**src/rtl/regfile_mp_sb.sv**
```systemverilog
// regfile_mp_sb
// Multi-port register file with a per-register pending-write scoreboard.
// Sits between decode (reads, issue) and write-back (writes, commit).
//
// Ports
//   clk, rst            clock; synchronous active-high reset
//   we/waddr/wdata/wclr NWR write ports, packed; higher port index wins on a
//                       shared address; wclr clears the pending bit of waddr
//   re/raddr            NRD read ports, packed
//   rdata/rbusy         combinational read data and pending status with
//                       same-cycle write bypass
//   iss_valid/iss_addr  destination of an issuing instruction -> pending
//   flush               clear every pending bit
//   busy_cnt            registered number of pending registers
module regfile_mp_sb #(
    parameter int DATA_W = 32,
    parameter int ADDR_W = 5,
    parameter int NRD    = 2,
    parameter int NWR    = 2
) (
    input  logic                  clk,
    input  logic                  rst,
    input  logic [NWR-1:0]        we,
    input  logic [NWR*ADDR_W-1:0] waddr,
    input  logic [NWR*DATA_W-1:0] wdata,
    input  logic [NWR-1:0]        wclr,
    input  logic [NRD-1:0]        re,
    input  logic [NRD*ADDR_W-1:0] raddr,
    output logic [NRD*DATA_W-1:0] rdata,
    output logic [NRD-1:0]        rbusy,
    input  logic                  iss_valid,
    input  logic [ADDR_W-1:0]     iss_addr,
    input  logic                  flush,
    output logic [ADDR_W:0]       busy_cnt
);

    localparam int DEPTH = 1 << ADDR_W;

    logic [DATA_W-1:0] regs_q [DEPTH];
    logic [DATA_W-1:0] regs_d [DEPTH];
    logic [DEPTH-1:0]  pend_q;
    logic [DEPTH-1:0]  pend_d;
    logic [ADDR_W:0]   busy_cnt_q;
    logic [ADDR_W:0]   busy_cnt_d;

    always_comb begin
        regs_d     = regs_q;
        pend_d     = pend_q;
        busy_cnt_d = '0;

        // Ascending port order lets the highest-index port overwrite lower ones.
        for (int k = 0; k < NWR; k++) begin
            if (we[k] && (waddr[k*ADDR_W +: ADDR_W] != '0)) begin
                regs_d[waddr[k*ADDR_W +: ADDR_W]] = wdata[k*DATA_W +: DATA_W];
            end
        end

        // Flush dominates; otherwise an issue is applied after the clears so a
        // new producer wins over a same-cycle write-back to the same register.
        if (flush) begin
            pend_d = '0;
        end else begin
            for (int k = 0; k < NWR; k++) begin
                if (we[k] && wclr[k]) begin
                    pend_d[waddr[k*ADDR_W +: ADDR_W]] = 1'b0;
                end
            end
            if (iss_valid) begin
                pend_d[iss_addr] = 1'b1;
            end
        end

        regs_d[0] = '0;
        pend_d[0] = 1'b0;

        if (rst) begin
            regs_d = '{default: '0};
            pend_d = '0;
        end

        for (int r = 0; r < DEPTH; r++) begin
            busy_cnt_d = busy_cnt_d + (ADDR_W+1)'(pend_d[r]);
        end
    end

    always_ff @(posedge clk) begin
        regs_q     <= regs_d;
        pend_q     <= pend_d;
        busy_cnt_q <= busy_cnt_d;
    end

    always_comb begin : read_ports
        logic [ADDR_W-1:0] ra;
        logic [DATA_W-1:0] rd;
        logic              rb;
        rdata = '0;
        rbusy = '0;
        ra    = '0;
        rd    = '0;
        rb    = 1'b0;
        for (int j = 0; j < NRD; j++) begin
            ra = raddr[j*ADDR_W +: ADDR_W];
            rd = '0;
            rb = 1'b0;
            if (!rst && re[j] && (ra != '0)) begin
                rd = regs_q[ra];
                rb = pend_q[ra];
                for (int k = 0; k < NWR; k++) begin
                    if (we[k] && (waddr[k*ADDR_W +: ADDR_W] == ra)) begin
                        rd = wdata[k*DATA_W +: DATA_W];
                        // Any clearing write makes the value available now.
                        if (wclr[k]) begin
                            rb = 1'b0;
                        end
                    end
                end
            end
            rdata[j*DATA_W +: DATA_W] = rd;
            rbusy[j]                  = rb;
        end
    end

    assign busy_cnt = busy_cnt_q;

endmodule
```
**config.mk**
```make
export PLATFORM = sky130hd
export DESIGN_NAME = regfile_mp_sb
export DESIGN_NICKNAME = d
export VERILOG_FILES = /design/src/rtl/regfile_mp_sb.sv
export SDC_FILE = /design/constraint.sdc
export NUM_CORES = 2
export LEC_CHECK = 0
export ABC_CLOCK_PERIOD_IN_PS = 10200
export CAP_MARGIN = 20
export CELL_PAD_IN_SITES_DETAIL_PLACEMENT = 1
export CELL_PAD_IN_SITES_GLOBAL_PLACEMENT = 1
export CORE_MARGIN = 2
export CORE_UTILIZATION = 40
export DETAILED_ROUTE_END_ITERATION = 7
export PLACE_DENSITY = 0.67
export SLEW_MARGIN = 20
export SYNTH_ARGS = -nofsm -noshare
export SYNTH_HDL_FRONTEND = slang
export SYNTH_SLANG_ARGS = --single-unit
```
**constraint.sdc**
```tcl
create_clock -name clk -period 10.2 [get_ports clk]
set_input_delay 2.04 -clock clk [delete_from_list [all_inputs] [get_ports clk]]
set_output_delay 2.04 -clock clk [all_outputs]
set_load 0.05 [all_outputs]
```
; After elaboration in Yosys (flattened, before gate mapping)
; Index checks and enable logic that the tools add are counted.
[word_totals]
inputBits = 99
reg_bits = 1062
romBits = 0
out_inout_bits = 72
ram_bits = 0
latchBits = 0
n_memories = 0
[classes]
shifts = 0
n_addsub = 31
n_div = 0
order_cmp = 14
reduce_logical = 22
mux = 47
multipliers = 0
n_eq_ne = 4
bitwise_logic = 9
[ops]
columns = cell, n
row1 = bitwise mux 1024 bit, 2
row2 = two-way mux 1024 bit, 1
row3 = two-way mux 992 bit, 1
row4 = two-way mux 32 bit, 19
row5 = binary-select mux 32 bit (select 5 bit), 2
row6 = demux 32 bit (select 5 bit), 2
row7 = adder 6 x 1 -> 6 bit, 26
row8 = AND 32 bit, 2
row9 = inverter 32 bit, 2
row10 = bitwise OR 32 bit, 1
row11 = "< comparator 5 x 6 -> 1 bit, second input constant", 5
row12 = ">= comparator 6 bit, second input constant", 4
row13 = inverter 5 -> 6 bit, 4
row14 = == test 5 bit, 4
row15 = nonzero test 5 bit, 4
row16 = logical AND 1 bit, 17
row17 = demux 1 bit (select 5 bit), 3
row18 = ">= comparator 5 x 1 -> 1 bit, second input constant", 3
row19 = two-way mux 1 bit, 15
row20 = "< comparator 6 x 1 -> 1 bit, second input constant", 2
row21 = binary-select mux 1 bit (select 5 bit), 2
row22 = adder 5 x 1 -> 6 bit, 1
row23 = adder 4 x 1 -> 5 bit, 1
row24 = adder 3 x 1 -> 4 bit, 1
row25 = 3 further kinds, 3

; Logic depth before layout (Yosys ltp)
[logic_depth]
ltp_word = 46
depth_mapped = 23
mapped_depth_nobuf = 21

; Worst setup path before layout
; OpenSTA, ideal clock, no wires.
[synth_path]
kind = input -> register
from = input waddr[2]
to = register busy_cnt_q[4] (netlist: busy_cnt[4])
t_required_ns = 10.082
path_stages = 22
setup_ns = 0.118
setup_slack_ns = 2.389
arrival_ns = 7.692
path_cell_list = buf_2 > or2_1 > nor4b_2 > buf_2 > nand3_1 > a32oi_1 > nor2_1 > fa_1 > inv_1 > fa_1 > fa_1 > inv_1 > fa_1 > fa_1 > inv_1 > fa_1 > fa_1 > fa_1 > inv_1 > a21o_1 > a21oi_1 > xnor2_1
[synth_between]
elab_chain_cells = 46
[synth_lines]
columns = element, line_no
row1 = from (decl), 24  ; input logic [NWR*ADDR_W-1:0] waddr,
row2 = < comparator 5 x 6 -> 1 bit (implied by the code) / >= comparator 5 x 1 -> 1 bit (equally long branches), 65  ; pend_d[waddr[k*ADDR_W +: ADDR_W]] = 1'b0;
row3 = logical AND 1 bit (implied by the code), 65
row4 = two-way mux 1 bit (implied by the code), 65
row5 = demux 1 bit (select 5 bit) *, 65
row6 = inverter 32 bit (no line) *, -
row7 = AND 32 bit (no line) *, -
row8 = two-way mux 32 bit *, 64  ; if (we[k] && wclr[k]) begin
row9 = two-way mux 32 bit *, 60  ; if (flush) begin
row10 = [7 not listed], -
row11 = net pend_d[1], 42  ; logic [DEPTH-1:0] pend_d;
row12 = adder 1 x 1 -> 2 bit *, 82  ; busy_cnt_d = busy_cnt_d + (ADDR_W+1)'(pend_d[r]);
row13 = adder 2 x 1 -> 3 bit *, 82
row14 = adder 3 x 1 -> 4 bit *, 82
row15 = adder 4 x 1 -> 5 bit *, 82
row16 = adder 5 x 1 -> 6 bit *, 82
row17 = adder 6 x 1 -> 6 bit * (26 in a row), 82
row18 = net busy_cnt_d[4], 44  ; logic [ADDR_W:0] busy_cnt_d;
row19 = to (signal assigned), 89  ; busy_cnt_q <= busy_cnt_d;
row20 = to (decl), 43  ; logic [ADDR_W:0] busy_cnt_q;
; The timed path passes the listed nets; every way through them passes the cells marked *. The select of a mux whose other input is x is not followed.
; A chain may end at the register's enable or synchronous reset.

; Final worst setup path
[layout_path]
from = input waddr[4]
to = output rdata[0]
[layout_between]
elab_chain_cells = 5
[layout_lines]
columns = element, line_no
row1 = == test 5 bit, 109  ; if (we[k] && (waddr[k*ADDR_W +: ADDR_W] == ra)) begin
row2 = logical AND 1 bit, 109
row3 = two-way mux 32 bit (2 in a row), 109
row4 = two-way mux 32 bit, 105  ; if (!rst && re[j] && (ra != '0)) begin
row5 = to (decl), 29  ; output logic [NRD*DATA_W-1:0] rdata,
; No other way between the ends.

==> flow_metrics.tcl <==
set metrics [dict create \
    grt_pass1_vias 62187 \
    dieArea_sq_um 166000 \
    synthToLayoutAreaGrowth_pct 10.2 \
    clock_path_buffers 3 \
    wl_met3_um 32700 \
    finalHoldViolations 0 \
    synth-main-ff-cell "dfxtp_1" \
    clkSinkCount 1029 \
    period_needed_ps 8570 \
    cts_tree "yes" \
    rows 148 \
    cts_hold_buffers 0 \
    start_util 0.402 \
    netlist_area_sq_um 65200 \
    final_max_slew_viol_count 0 \
    min_from "regs_q[896]" \
    drt_iter0_markers 7683 \
    worstPathRequired_ps 8160 \
    die_h_um 408 \
    vias 62434 \
    m1WireLength_um 124000 \
    syn_area_per_cell_sq_um 9.41 \
    instances_no_fill 8752 \
    syn_inst 6928 \
    fin_nets 6607 \
    path_max_fanout 16 \
    ys_ff_latch 1029 \
    slowest_delay_ps 960 \
    fin_ws_ps 1630 \
    power.density_nw_per_um2 143 \
    r2r_slack_ps 4800 \
    grt_max_degree 205 \
    place_congestion 0.917 \
    grt_pass1_wl_um 454000 \
    nFillCells 18070 \
    place_ws_ps 1370 \
    synth_edf_count 0 \
    r2r_end "busy_cnt[4]" \
    path_clk_slew_ps 60 \
    async_flop_share 0 \
    path_class "input port to primary output" \
    grt_overflow 0 \
    max_freq_mhz 117 \
    finalCritPeriodShare 0.840 \
    finalWirelength_um 318000 \
    ir_drop_mv 0.174 \
    yosysWarningCount 0 \
    worst_pin_slew_ps 1310 \
    synth_nets 7057 \
    leakage_nw 26.3 \
    top_layer_used "met5" \
    reg2regPathDepth 17 \
    place.port_buffers 170 \
    antenna_found_initial 9 \
    ios 171 \
    root_buffer "clkbuf_16" \
    drc 0 \
    first_pass_iters 8 \
    post_drt_wl_per_cell_um 36.4 \
    cp_common_cell "clkdlybuf4s50_1" \
    drive_above_1_share 0.152 \
    dp.cells 8520 \
    min_to "regs_q[896]" \
    cp-start-kind "input port" \
    finClkSkew_ps 7.70 \
    final.setup.tns_ps 0 \
    hpwl_um 177000 \
    setup-violations-final 0 \
    ant_nets 0 \
    hold_class "flip-flop to flip-flop" \
    die_w_um 408 \
    hold_path_depth 2 \
    worst_skew_pair.late_latency_ps 780 \
    track_usage 0.369 \
    synth-seq-area-share 0.316 \
    status "complete, no violations" \
    htreeDepth 4 \
    cts_setup_buffers 0 \
    relSlewSlack 0.128 \
    via_per_inst 7.13 \
    core-area_sq_um 162000 \
    maxCapViolCount 0 \
    wl_met2_um 138000 \
    fin_total_pwr_mw 10.3 \
    rsz0062_at_grt "false" \
    cts_buffers 130 \
    crit_path_cell_trace "clkdlybuf4s50_1 -> xor2_1 -> nor4_1 -> o211a_2 -> buf_4 -> a22oi_1 -> o32ai_1 -> clkdlybuf4s50_1" \
    cts-resized-gates 0 \
    cp_slowest_cell "clkdlybuf4s50_1" \
    ys_types 73 \
    reg2reg_from "pend_q[18]" \
    crit_arrival_ps 6530 \
    worstSetupEndpointType "primary output" \
]
[flip-flops by register name, summed over array words and instances, names as in the netlist]
signal    cells
pend_q       31
busy_cnt      6
regs_q      992
[cells in the final DEF, fill, tap and decap left out, types with 50 or more instances in the layout]
master,n
clkbuf_16,136
nor2_1,1037
o221ai_1,82
clkdlybuf4s50_1,157
mux2i_1,990
o22ai_1,61
mux4_2,336
nand2_1,241
a22oi_1,129
a211oi_1,906
a311oi_1,123
mux2_2,104
a221oi_1,86
nand3_1,143
dfxtp_1,1029
buf_4,202
nor2b_1,50
nor3_1,55
[routing by layer]
layer,track usage,vias up
met5,0,-
met4,0.240,8
met3,0.0904,1207
met2,0.560,3971
met1,0.466,31890
li1,-,25358
[stage by stage]
| stage | util | hold WS [ps] | area [sq um] |
|---|---|---|---|
| after floorplan | - | 463 | 65200 |
| after global placement | 0.416 | 477 | 67500 |
| after detailed placement | 0.416 | 487 | 67500 |
| after CTS | 0.442 | 497 | 71800 |
| after global routing | 0.443 | 518 | 71800 |
| final | 0.443 | 500 | 71800 |
[cell usage after synthesis (23+ instances only)]
cell type / number / area [sq um]
nor2_1: 1045 / 3920
buf_1: 87 / 327
o32ai_2: 29 / 472
clkbuf_1: 605 / 2270
buf_2: 170 / 851
dfxtp_1: 1029 / 20600
nor2b_1: 57 / 357
a311oi_1: 124 / 1090
fa_1: 23 / 460
inv_1: 37 / 139
buf_6: 23 / 259
mux2_2: 104 / 1170
o22ai_1: 61 / 382
a22oi_1: 129 / 968
nor3_1: 56 / 280
nand2_1: 281 / 1050
a221oi_1: 86 / 753
mux2i_1: 990 / 9910
buf_4: 68 / 510
nand3_1: 146 / 731
mux4_2: 336 / 7570
o221ai_1: 82 / 718
a211oi_1: 906 / 6800
a32oi_1: 40 / 350
mux2_1: 27 / 304
[critical path, delay by kind of cell]
family                    cells  cell delay (ps)
AOI/OAI and AO/OA             3             1280
xor gates and xnor gates      1              310
buffers and inverters         3             2220
and+or+nand+nor               1              660
[report_power, final]
part	internal, mW	leakage, nW	switching, mW
combinational	0.416	15.9	0.969
clock	2.78	2.08	1.96
sequential	4.10	8.31	0.0624
total	7.29	26.3	2.99
[final cells by class]
type / instances / area [sq um] / share of cell area
antenna: 5 / 12.5 / 0.000174
clock buffer: 197 / 3900 / 0.0544
clock inverter: 29 / 327 / 0.00455
inverter: 40 / 150 / 0.00209
multi-input combinational: 4898 / 40700 / 0.567
sequential: 1029 / 20600 / 0.287
tap: 2175 / 2720 / 0.0379
timing repair buffer: 379 / 3380 / 0.0471
[kinds of logic (layout without fill, tap and decap cells)]
logic type	Yosys count	after routing	synth area share
adder cells (fa/ha/maj)	30	30	0.00841
other	0	5	0
multiplexers	1457	1457	0.291
XOR/XNOR	23	23	0.00309
AND/OR/NAND/NOR	1732	1732	0.113
AO/OA/AOI/OAI	1656	1656	0.201
buffers and inverters	1001	645	0.0676
flip-flops	1029	1029	0.316
[worst max path at each step]
| stage | from | to | slack, ps | cells past startpoint |
|---|---|---|---|---|
| finish | waddr[4] | rdata[0] | 1630 | 8 |
| global route | waddr[4] | rdata[0] | 1670 | 8 |
| CTS | waddr[4] | rdata[0] | 1810 | 8 |
| detailed placement | waddr[3] | busy_cnt[4] | 1370 | 22 |
| global placement | waddr[4] | busy_cnt[4] | 1400 | 22 |
| floorplan | waddr[2] | busy_cnt[4] | 2390 | 22 |
Note: power is estimated with default switching activity, not from simulation.
